--- src/rtl/tl_get_put_master_pkg.sv ---
// Shared TileLink-UL definitions for the get/put master and the memory slaves.
//   - A/D channel opcodes and ENABLE/DISABLE levels
//   - master FSM state encoding
//   - tl_mask_f / tl_aligned_f: byte-lane mask generation and alignment test
//     for an access of 2^size bytes within a 64-bit beat
package tl_get_put_master_pkg;

    localparam logic ENABLE  = 1'b1;
    localparam logic DISABLE = 1'b0;

    localparam logic [2:0] TL_PUT_FULL_DATA   = 3'd0;
    localparam logic [2:0] TL_GET             = 3'd4;
    localparam logic [2:0] TL_ACCESS_ACK      = 3'd0;
    localparam logic [2:0] TL_ACCESS_ACK_DATA = 3'd1;

    localparam int unsigned TL_SRC_W = 4;

    typedef enum logic [1:0] {
        S_IDLE,
        S_REQ,
        S_RESP,
        S_DONE
    } tl_master_state_e;

    // ((1 << (1 << size)) - 1) << addr_lo, truncated to the 8 byte lanes.
    function automatic logic [7:0] tl_mask_f(input logic [2:0] addr_lo,
                                             input logic [1:0] size);
        logic [15:0] m;
        m = ((16'd1 << (5'd1 << size)) - 16'd1) << addr_lo;
        return m[7:0];
    endfunction

    // The low address bits must be a multiple of the access size.
    function automatic logic tl_aligned_f(input logic [2:0] addr_lo,
                                          input logic [1:0] size);
        logic ok;
        unique case (size)
            2'd0:    ok = 1'b1;
            2'd1:    ok = (addr_lo[0]   == 1'b0);
            2'd2:    ok = (addr_lo[1:0] == 2'b00);
            default: ok = (addr_lo      == 3'b000);
        endcase
        return ok;
    endfunction

endpackage

--- src/rtl/tl_get_put_master.sv ---
// TileLink-UL initiator, one outstanding transaction.
// Turns a valid/ready client request into a single A-channel Get or
// PutFullData beat and returns the matching D-channel AccessAck(Data) as a
// client response, with a response timeout so a hung slave cannot stall the
// client.
// Ports:
//   clk, rst_n                 clock, asynchronous active-low reset
//   req_valid/req_ready        client request handshake
//   req_write/addr/size/wdata  request fields (wdata already lane-aligned)
//   rsp_valid/rsp_ready        client response handshake
//   rsp_rdata/err/timeout      response fields (rdata is 0 for writes/errors)
//   stray                      sticky: D beat seen outside S_RESP
//   a_*                        TileLink A channel (master drives)
//   d_*                        TileLink D channel (master receives)
module tl_get_put_master
    import tl_get_put_master_pkg::*;
#(
    parameter int unsigned SOURCE_ID = 0,
    parameter int unsigned TIMEOUT   = 1024
) (
    input  logic                clk,
    input  logic                rst_n,
    input  logic                req_valid,
    output logic                req_ready,
    input  logic                req_write,
    input  logic [63:0]         req_addr,
    input  logic [1:0]          req_size,
    input  logic [63:0]         req_wdata,
    output logic                rsp_valid,
    input  logic                rsp_ready,
    output logic [63:0]         rsp_rdata,
    output logic                rsp_err,
    output logic                rsp_timeout,
    output logic                stray,
    output logic                a_valid,
    input  logic                a_ready,
    output logic [2:0]          a_opcode,
    output logic [2:0]          a_param,
    output logic [1:0]          a_size,
    output logic [TL_SRC_W-1:0] a_source,
    output logic [63:0]         a_address,
    output logic [7:0]          a_mask,
    output logic [63:0]         a_data,
    output logic                a_corrupt,
    input  logic                d_valid,
    output logic                d_ready,
    input  logic [2:0]          d_opcode,
    input  logic [TL_SRC_W-1:0] d_source,
    input  logic                d_denied,
    input  logic                d_corrupt,
    input  logic [63:0]         d_data
);

    localparam int unsigned CNT_W = (TIMEOUT > 1) ? $clog2(TIMEOUT) : 1;
    localparam logic [TL_SRC_W-1:0] SRC = TL_SRC_W'(SOURCE_ID);

    tl_master_state_e state;
    logic [CNT_W-1:0] cnt;
    logic             d_err;
    logic             tmo_hit;

    assign req_ready = (state == S_IDLE);
    // D beats are always accepted; outside S_RESP they are dropped as stray.
    assign d_ready   = ENABLE;
    assign a_param   = '0;
    assign a_corrupt = DISABLE;

    always_comb begin
        d_err = d_denied | d_corrupt | (d_source != SRC);
        if (a_opcode == TL_GET) begin
            d_err = d_err | (d_opcode != TL_ACCESS_ACK_DATA);
        end else begin
            d_err = d_err | (d_opcode != TL_ACCESS_ACK);
        end
    end

    // Fires in the cycle the counter would step onto TIMEOUT-1; a d_valid in
    // that same cycle takes priority because it is tested first.
    assign tmo_hit = (TIMEOUT != 0) &&
                     ((32'(cnt) + 32'd1) >= (TIMEOUT - 32'd1));

    always_ff @(posedge clk or negedge rst_n) begin
        if (!rst_n) begin
            state       <= S_IDLE;
            cnt         <= '0;
            a_valid     <= 1'b0;
            a_opcode    <= '0;
            a_size      <= '0;
            a_source    <= '0;
            a_address   <= '0;
            a_mask      <= '0;
            a_data      <= '0;
            rsp_valid   <= 1'b0;
            rsp_rdata   <= '0;
            rsp_err     <= 1'b0;
            rsp_timeout <= 1'b0;
            stray       <= 1'b0;
        end else begin
            if (d_valid && d_ready && (state != S_RESP)) begin
                stray <= 1'b1;
            end

            unique case (state)
                S_IDLE: begin
                    if (req_valid) begin
                        a_opcode  <= req_write ? TL_PUT_FULL_DATA : TL_GET;
                        a_size    <= req_size;
                        a_source  <= SRC;
                        a_address <= req_addr;
                        a_mask    <= tl_mask_f(req_addr[2:0], req_size);
                        a_data    <= req_write ? req_wdata : '0;
                        if (tl_aligned_f(req_addr[2:0], req_size)) begin
                            a_valid <= 1'b1;
                            state   <= S_REQ;
                        end else begin
                            rsp_valid   <= 1'b1;
                            rsp_err     <= 1'b1;
                            rsp_timeout <= 1'b0;
                            rsp_rdata   <= '0;
                            state       <= S_DONE;
                        end
                    end
                end

                S_REQ: begin
                    if (a_ready) begin
                        a_valid <= 1'b0;
                        cnt     <= '0;
                        state   <= S_RESP;
                    end
                end

                S_RESP: begin
                    if (d_valid) begin
                        rsp_valid   <= 1'b1;
                        rsp_err     <= d_err;
                        rsp_timeout <= 1'b0;
                        rsp_rdata   <= ((a_opcode == TL_GET) && !d_err) ? d_data : '0;
                        state       <= S_DONE;
                    end else if (tmo_hit) begin
                        rsp_valid   <= 1'b1;
                        rsp_err     <= 1'b1;
                        rsp_timeout <= 1'b1;
                        rsp_rdata   <= '0;
                        state       <= S_DONE;
                    end else begin
                        cnt <= cnt + CNT_W'(1);
                    end
                end

                S_DONE: begin
                    if (rsp_ready) begin
                        rsp_valid <= 1'b0;
                        state     <= S_IDLE;
                    end
                end

                default: state <= S_IDLE;
            endcase
        end
    end

endmodule
--- config.mk ---
export PLATFORM = sky130hd
export DESIGN_NAME = tl_get_put_master
export DESIGN_NICKNAME = d
export VERILOG_FILES = /design/src/rtl/tl_get_put_master_pkg.sv /design/src/rtl/tl_get_put_master.sv
export SDC_FILE = /design/constraint.sdc
export NUM_CORES = 1
export LEC_CHECK = 0
export ABC_AREA = 1
export ABC_CLOCK_PERIOD_IN_PS = 2900
export CAP_MARGIN = 25
export CORE_AREA = 2 2 167 169
export CTS_CLUSTER_DIAMETER = 40
export DETAILED_ROUTE_END_ITERATION = 8
export DIE_AREA = 0 0 169 171
export PLACE_DENSITY = 0.7
export SETUP_SLACK_MARGIN = 0.5
export SLEW_MARGIN = 20
export SYNTH_ARGS = -nofsm -noshare
export SYNTH_HDL_FRONTEND = slang
export SYNTH_SLANG_ARGS = --single-unit
--- constraint.sdc ---
create_clock -name clk -period 2.9 [get_ports clk]
set_input_delay 0.58 -clock clk [delete_from_list [all_inputs] [get_ports clk]]
set_output_delay 0.58 -clock clk [all_outputs]
set_load 0.02 [all_outputs]
Word level (Yosys, flattened, before mapping)
Cells that the tools add are included.
{ "word_totals": {"output_inout_bits": 220, "regBits": 222, "inputBits": 210, "word_cells": 99} }
{ "op_classes": {"muxes": 39, "bitwise": 5, "magnitude_cmp": 1, "n_eq_ne": 16, "reduce_logical": 19, "addsub": 3, "shift": 3} }
{ "op_table": {"columns": ["op", "n"], "rows": [
  ["$mux W64", 6],
  ["$pmux W64 S2", 1],
  ["$mux W10", 3],
  ["$pmux W10 S2", 1],
  ["$reduce_and A4 Y1", 4],
  ["$shl A1 B5 Y16 const A", 1],
  ["$shl A16 B3 Y8", 1],
  ["$sub A16 B1 Y16 const B", 1],
  ["$mux W1", 15],
  ["$ne A2 B2 Y1 const B", 7],
  ["$mux W2", 6],
  ["$add A10 B1 Y11 const B", 1],
  ["$ge A11 B10 Y1 const B", 1],
  ["$add A10 B1 Y10 const B", 1],
  ["$pmux W2 S4", 1],
  ["$eq A2 B2 Y1 const B", 3],
  ["$logic_not A2 Y1", 3],
  ["$pmux W1 S2", 3],
  ["$pmux W1 S3", 2],
  ["$reduce_bool A2 Y1", 3],
  ["$reduce_bool A3 Y1", 2],
  ["$reduce_and A5 Y1", 1],
  ["$shl A1 B2 Y5 const A", 1],
  ["$eq A2 B1 Y1 const B", 2],
  ["other kinds (12)", 16]
]} }

Longest topological paths before layout
{ "logic_depth": {"depth_word": 9, "ltp_mapped": 16} }

Worst setup path before layout
OpenSTA, ideal clock, no wires.
{ "synth_timing": {"path_kind": "register to register", "from": "reg state[0]", "to": "reg a_data[13]", "slack_ps": 887, "path_stages_with_launch": 10, "arrival_ps": 1947, "path_buffers": 2, "synth_period_minus_slack_ps": 2013, "required_ps": 2834, "path_cell_list": "dfrtp_1 > inv_1 > ha_1 > nand2_1 > inv_1 > nand2_1 > inv_1 > clkbuf_1 > buf_1 > a22o_1"} }
{ "synth_between": {"elab_chain_cells": 2} }
{ "synth_rtl": {"columns": ["item", "line", "text"], "rows": [
  ["start: declaration", "tl_get_put_master.sv:57", "tl_master_state_e state;"],
  ["start signal: assignment", "tl_get_put_master.sv:84", "state <= S_IDLE;"],
  ["start signal: assignment", "tl_get_put_master.sv:114", "state <= S_REQ;"],
  ["start signal: assignment", "tl_get_put_master.sv:120", "state <= S_DONE;"],
  ["$logic_not A2 Y1", null, null],
  ["named net req_ready", "tl_get_put_master.sv:24", "output logic req_ready,"],
  ["$reduce_and A2 Y1 (no line)", null, null],
  ["end signal: assignment", "tl_get_put_master.sv:111", "a_data <= req_write ? req_wdata : '0;"],
  ["end: declaration", "tl_get_put_master.sv:43", "output logic [63:0] a_data,"]
]} }
The timed path passes the listed nets, and every way through them passes these cells.
A chain may end at the register's enable or synchronous reset.

Final worst setup path
{ "layout_timing": {"from": "reg state[0]", "to": "out req_ready"} }
{ "layout_between": {"elab_chain_cells": 1} }
{ "layout_rtl": {"columns": ["item", "line", "text"], "rows": [
  ["$logic_not A2 Y1", "tl_get_put_master.sv:62", "assign req_ready = (state == S_IDLE);"],
  ["end: declaration", "tl_get_put_master.sv:24", null]
]} }
No other way between the ends.

==> results.yml <==
run_status:
  outcome: "completed"
sta:
  fin_crit_sh: 0.783
  slew_viol_final: 0
  clock.fmax_mhz: 440
  finalHoldViolCount: 0
  maxSlewHeadroom: 0.553
  post-route-min-period_ns: 2.27
  clock_skew_ns: 0.0185
  worst_slack_ns: 0.630
  rsz0062_at_grt: "yes"
  hold_ws_ns: 0.0714
  tns_ns: 0
  setup_viol: 0
  worst_slew_pin_slew_ns: 0.670
critical_path:
  cp-end-kind: "primary output"
  rrSetupSlack_ns: 0.70
  crit_fanout: 5
  r2r_end: "rsp_rdata[11]"
  path_class: "reg2out"
  rr_startpoint: "cnt[1]"
  cp_data_required_time_ns: 2.32
  r2r_cells: 14
  startpoint_type: "flop"
  cp.arrival_ns: 1.69
synthesis:
  ys_seq_area_frac: 0.578
  ys_seq_elements: 220
  postSynthAreaPerCell_um2: 8.79
  synth_warnings: 0
  synthDistinctLibCells: 28
  synth_cells: 1084
  synth_area_mm2: 0.00953
floorplan:
  initial_utilization: 0.349
  fp.dieW_um: 169
  die-area_mm2: 0.0289
  core_area_mm2: 0.0273
  die_h_um: 171
  rows: 61
  io_pins: 430
placed_design:
  dp_slack_ns: 0.358
  hpwlAfterDp_um: 21700
  port_buffers: 418
  gp_congestion: 0.840
flow_run:
  maxCapViolations: 0
cells_and_area:
  multi_input_area_mm2: 0.00333
  fill_cells: 2411
  nets: 1703
  syn_to_final_growth_pct: 61.3
  layout_common_cells: "clkdlybuf4s50_1, nand2_1, dfrtp_1"
  regArea_mm2: 0.00551
  layout_commonest_cell: "clkdlybuf4s50_1"
  drive_above_1_share: 0.0614
clock_tree:
  cts-hold-fix-buffers: 0
  cts.sinks: 220
  clk-insertion-delay-late_ns: 0.51
  cts-buffers-inserted: 35
  clkTransAtPathRegs_ns: 0.05
  htreeDepth: 2
  cts_tree: "yes"
  ctsResizeCount: 3
  cts_setup_buffers: 0
  root_buffer: "clkbuf_16"
  cts_max_path_buffers: 3
global_routing:
  grt_max_degree: 143
  grtUsageTotal: 0.212
  grt_pass1_wl_um: 48800
  grt_remaining_overflow: 0
  antenna_found_initial: 3
  grt_pass1_vias: 8962
power_and_ir_drop:
  p_sw_w: 0.00582
  switching_share: 0.374
  p_leak_nw: 7.57
  comb_power_share: 0.412
  powerDensity_mw_per_mm2: 1010
  pwr-share-clk: 0.291
  irDropWorstVdd_mv: 0.783
  internal_power_w: 0.00977
  pwr-share-seq: 0.297
route:
  dr_total_vias: 8960
  wl_um: 31600
  drt-initial-drc-count: 463
  drc_errors: 0
  dr.pass1.iters: 5
  viasPerCell: 4.81
  ant_nets: 0
  routedWlPerCell_um: 17.0
worst_hold_path:
  hp-class: "in2async"
synth_stat cells (all sizes together):
library cell    n  area (µm²)
inv            99         372
ha              6        75.1
nand2         405        1520
a21o            1        7.51
clkbuf         46         173
and2            1        6.26
a31oi           1        6.26
nor2           82         313
a22o           65         569
conb            2        7.51
o31ai           1        7.51
dfrtp         220        5510
o21ai          13        65.1
nand4          78         488
nor4            2        12.5
nand3          17        95.1
xnor2           2        17.5
a221oi          1        8.76
a21oi           5        25.0
or2             2        12.5
o21bai          4        30.0
buf            31         213
cell type report:
type / instances / share of cell area
inverter: 99 / 0.0242
multi-input combinational: 697 / 0.217
clock buffer: 40 / 0.0602
tap: 346 / 0.0282
antenna: 2 / 0.000326
clock inverter: 24 / 0.0227
sequential: 220 / 0.358
timing repair buffer: 434 / 0.289
flip-flops by register name (all words and copies together), names as in the netlist:
name         cells
a_opcode         1
state            2
a_data          64
stray            1
a_valid          1
cnt             10
a_mask           8
rsp_timeout      1
a_size           2
rsp_valid        1
rsp_rdata       64
rsp_err          1
a_address       64
power by group through the flow:
stage	clock network, W	logic, W	registers, W
2_1_floorplan	0	0.00219	0.00575
3_3_place_gp	0	0.00638	0.00462
3_5_place_dp	0	0.00642	0.00463
4_1_cts	0.00464	0.00645	0.00464
5_1_grt	0.00478	0.00686	0.00475
6_report	0.00454	0.00642	0.00463
metrics by stage:
stage	cell area [µm²]	instances	power, W	util
2_1_floorplan	9560	1093	0.00794	-
3_3_place_gp	14100	1796	0.0110	0.515
3_5_place_dp	14100	1796	0.0110	0.515
4_1_cts	15300	1860	0.0157	0.561
5_1_grt	15400	1862	0.0164	0.562
6_report	15400	1862	0.0156	0.562
worst max path at each step:
stage                            from  cells after the start  slack [ns]       endpoint
after floorplan              state[0]                      9        0.89     a_data[13]
after global placement    req_addr[0]                     10        0.41  rsp_rdata[40]
after detailed placement  req_addr[1]                     11        0.36  rsp_rdata[11]
after CTS                      cnt[1]                     13        0.60       state[0]
after global routing           cnt[0]                     13        0.49       state[0]
final                        state[0]                      3        0.63      req_ready
logic make-up after synthesis:
group | Yosys count | synth area share
fa+ha+maj | 6 | 0.00788
xor+xnor | 2 | 0.00184
buf+inv | 176 | 0.0794
flops | 220 | 0.578
simple gates | 587 | 0.257
compound gates | 91 | 0.0755
other cells | 2 | 0.000788
metal layers:
layer | vias to the layer above | wire length (µm) | part of all wire | GRT usage
li1 | 4271 | - | - | -
met1 | 4283 | 12700 | 0.40 | 0.262
met2 | 338 | 15300 | 0.48 | 0.346
met3 | 66 | 2760 | 0.087 | 0.0715
met4 | 2 | 909 | 0.029 | 0.0821
met5 | - | 13 | 0.00041 | 0
worst max-delay path, stage by stage, from the launching register on:
cell and delay, ns:
dfrtp_1 0.42, inv_1 0.11, ha_2 0.29, dlygate4sd2_1 0.38
Power figures use the tool's default switching activity.
==> edit 1, RTL diff (same flow settings) <==
The package constant `ENABLE` goes from 1'b1 to 1'b0.
--- a/src/rtl/tl_get_put_master_pkg.sv
+++ b/src/rtl/tl_get_put_master_pkg.sv
@@ -7,3 +7,3 @@
 
-    localparam logic ENABLE  = 1'b1;
+    localparam logic ENABLE  = 1'b0;
     localparam logic DISABLE = 1'b0;
Behaviour: not the same (Yosys sat finds a counterexample within 4 cycles, from zero or initial values and one cycle with rst_n low).
==> edit 1 against the original RTL <==
Global-route usage shrank 0.13 points; routed wire length up 2.8%; sequential share of layout area is 0.080 points lower; synthesized area down 0.46%; sequential cell count fell by 1; worst setup slack gained 0.0022 ns; count of clock-buffer cells in the layout up 2; die area did not move; first-iteration DRC count grew 57%; cell area shrank 0.19%; utilization down 0.11 points; register-to-register slack worse by 0.04 ns; power is 0.70% higher; critical path type unchanged; critical endpoint unchanged; highest routed layer is now met4.
==> edit 1: results (changes against the original RTL) <==
| Metric | Value |
|---|---|
| Status | finished clean |
| Port bufs | 417 (-0.24%) |
| Fmax | 0.4409 GHz (about the same) |
| Routed wl met2 | 14890 um (-2.5%) |
| Reg-to-reg slack, setup | 0.66 ns (-0.04 ns) |
| Initial DRC Count | 728 (+57%) |
| First-pass GRT wire length | 48270 um (-1.1%) |
| Root Buffer | clkbuf_16 |
| Peak supply drop | 0.7341 mV (-6.2%) |
| Cts bufs inserted | 38 (+8.6%) |
| Synth area leaders | dfrtp_1, nand2_1, a22o_1 |
| Worst reg2reg endpoint | rsp_rdata[15] |
| Gpl congestion | 0.8228 (-2.0%) |
| Worst hold margin | 0.06770 ns (-0.003696 ns) |
| Final WL | 32510 um (+2.8%) |
| Total GRT Usage | 0.2111 (-0.001341) |
| Initial antenna violation count | 2 (-1) |
| Vias in the first global route | 8770 (-2.1%) |
| Final nets | 1710 (+0.41%) |
| Post-Route M1 WL | 12710 um (+0.21%) |
| Sequential cell area fraction in the yosys report | 0.5778 (about the same) |
| Routed met3 length | 3753 um (+36%) |
| Highest metal used | met4 |
| Max-Slew Margin vs Limit | 0.5477 (-0.005821) |
| Reg2reg path depth | 9 (-5) |
| Clock Skews | 0.02364 ns (+0.005161 ns) |
| Top post-synthesis cells by count | nand2_1, dfrtp_1, nor2_1 |
| Layout cells sized above 1 | 0.06833 (+0.006904) |
| Largest net degree at the start of global routing | 146 (+2.1%) |
| Pre-CTS worst setup slack | 0.2565 ns (-0.1012 ns) |
| Via count | 9083 (+1.4%) |
| Switching Fraction | 0.3813 (+0.007770) |
| Static Leak | 0.007542 uW (-0.40%) |
| Post-DP HPWL | 21370 um (-1.7%) |
[edit 1: worst min-delay path by stage]
stage                        from       endpoint  cells past startpoint
floorplan                   rst_n   a_address[0]                      0
global placement    rsp_rdata[56]  rsp_rdata[56]                      2
detailed placement   rsp_rdata[4]   rsp_rdata[4]                      2
CTS                         rst_n   rsp_rdata[2]                      1
global route                rst_n   rsp_rdata[8]                      1
finish                      rst_n   rsp_rdata[8]                      1
[edit 1: critical path: stages (launching register included)]
cell           delay [ns]
dfrtp_1              0.41
inv_1                0.09
ha_1                 0.28
dlygate4sd2_1        0.41
[edit 1: power by group through the flow]
stage	Combinational [uW]	Sequential [uW]	Clock [uW]
finish	6630	4610	4460
CTS	6430	4610	4570
global placement	6380	4590	0
floorplan	2180	5750	0
global route	7090	4730	4720
detailed placement	6400	4600	0
[edit 1: metrics by stage]
| stage | cells | cell area (um^2) |
|---|---|---|
| after CTS | 1862 | 15210 |
| final | 1870 | 15340 |
| after detailed placement | 1794 | 13940 |
| after floorplan | 1094 | 9527 |
| after global routing | 1868 | 15330 |
| after global placement | 1794 | 13940 |
[edit 1: cells by family (layout without fill, tap and decap cells)]
family / Yosys count / in the layout / share of synthesized area
adder cells (fa/ha/maj): 6 / 6 / 0.007914
flip-flops: 219 / 219 / 0.5778
AO/OA/AOI/OAI: 93 / 93 / 0.07677
buffers and inverters: 172 / 599 / 0.07769
other: 1 / 14 / 0.0003953
AND/OR/NAND/NOR: 590 / 591 / 0.2576
XOR/XNOR: 2 / 2 / 0.001847
[edit 1: final cells by class]
cell class / count / area [um^2]
clock inverter: 26 / 275.3
antenna: 2 / 5.005
multi-input combinational: 704 / 3371
fill: 2386 / 11980
tap: 346 / 432.9
timing repair buffer: 438 / 4437
sequential: 219 / 5483
inverter: 93 / 349.1
clock buffer: 42 / 987.2
[edit 1: metal layers]
layer,vias up,GRT usage
met3,87,0.09207
met1,4270,0.2564
li1,4286,-
met2,440,0.3314
met4,0,0.08287
met5,-,0
[edit 1: what timing repair did]
item                       in CTS  in global routing
gates cloned                    0                  4
pin swaps                       0                  2
setup endpoints to repair      70                 78
gates resized for setup         3                 10
setup buffers                   0                  2
==> edit 2, RTL diff (config.mk and constraints unchanged) <==
Without the edit above. The 4 states of `tl_master_state_e` get a one-hot encoding in 4 bits.
--- a/src/rtl/tl_get_put_master_pkg.sv
+++ b/src/rtl/tl_get_put_master_pkg.sv
@@ -17,7 +17,7 @@
 
-    typedef enum logic [1:0] {
-        S_IDLE,
-        S_REQ,
-        S_RESP,
-        S_DONE
+    typedef enum logic [3:0] {
+        S_IDLE = 4'b0001,
+        S_REQ  = 4'b0010,
+        S_RESP = 4'b0100,
+        S_DONE = 4'b1000
     } tl_master_state_e;
Check against the original RTL: same outputs for any inputs over 4 cycles, from zero or initial values and one cycle with rst_n low; so few cycles prove little.
==> edit 2 against the original RTL <==
Sequential cell count increased by 2; critical path type unchanged; routed wire length decreased by 4.4%; highest routed layer is now met4; worst setup slack got worse by 0.032 ns; critical endpoint unchanged; non-clock buffer count unchanged; power decreased by 4.8%; synthesized area decreased by 7.7%; largest power group unchanged; largest cell class unchanged; cell count decreased by 6.9%; cell area decreased by 4.4%.
==> edit 2: results (changes against the original RTL) <==
| Metric | Value |
|---|---|
| Synth area leaders | dfrtp_1, nand2_1, a22o_1 |
| Crit path max fanout | 6 (+1) |
| Post-CTS resize count | 4 (+1) |
| Final non-clock buffer share | 0.2997 (+0.01053) |
| Max-Slew Margin vs Limit | 0.5180 (-0.03547) |
| Peak supply drop | 0.6386 mV (-18%) |
| Worst path arrival time | 1.72 ns (+0.03 ns) |
| Status | finished clean |
| Signal inverters | 36 (-64%) |
| Gpl congestion | 0.8399 (about the same) |
| Pre-CTS worst setup slack | 0.3085 ns (-0.04924 ns) |
| # fillers | 2472 (+2.5%) |
| Cts bufs inserted | 38 (+8.6%) |
| Final Instance Area | 0.01470 mm^2 (-4.4%) |
| Post-Route M1 WL | 12070 um (-4.8%) |
| Flops & latches, synth | 222 (+0.91%) |
| Adder-cell area share of the yosys netlist | 0.002847 (-0.005032) |
| Diode count | 1 (-1) |
| First-pass GRT wire length | 45350 um (-7.1%) |
| GRT met1 Usage | 0.2440 (-0.01780) |
| CP delay by family, top | flip-flops |
| Distinct cells, synth | 35 (+25%) |
| Met3 Use GR | 0.06940 (-0.002082) |
| Reg2reg path depth | 7 (-7) |
| Layout cells sized above 1 | 0.07287 (+0.01144) |
| Highest metal used | met4 |
| Post-DP HPWL | 21780 um (+0.20%) |
| Initial antenna violation count | 0 (-3) |
| Final WL | 30240 um (-4.4%) |
| Slowest cell on the critical path | dfstp_2 |
| Vias in the first global route | 7947 (-11%) |
| Initial DRC Count | 392 (-15%) |
| Total GRT Usage | 0.2013 (-0.01111) |
| CLK BUF | 45 (+13%) |
| Clk tree area frac | 0.08733 (+0.004374) |
| Routed wl met2 | 14610 um (-4.3%) |
| Clock Skews | 0.01462 ns (-0.003853 ns) |
## edit 2: changes by cell type after synthesis, moves of 3 or more
cell	unedited run	this run
nand3_1	15	20
nor2_1	80	30
o21ai_1	0	4
buf_2	11	18
nand4_1	78	4
o21bai_1	4	1
buf_1	3	0
ha_1	6	2
inv_1	99	35
nand2_1	405	444
clkbuf_1	46	22
## edit 2: worst paths after layout
kind / startpoint / end / slack, ns
max: state[0] / req_ready / 0.60
min in group clk: rsp_rdata[47] / rsp_rdata[47] / 0.46
max in group asynchronous: rst_n / a_data[1] / 2.07
min: rst_n / rsp_rdata[56] / 0.09
max reg2reg: state[0] / a_data[50] / 0.69
min reg2reg: rsp_rdata[47] / rsp_rdata[47] / 0.46
## edit 2: metrics by stage
step | instances | total power (uW)
5_1_grt | 1732 | 15650
3_3_place_gp | 1662 | 10380
2_1_floorplan | 936 | 7535
3_5_place_dp | 1662 | 10430
4_1_cts | 1732 | 15020
6_report | 1733 | 14840
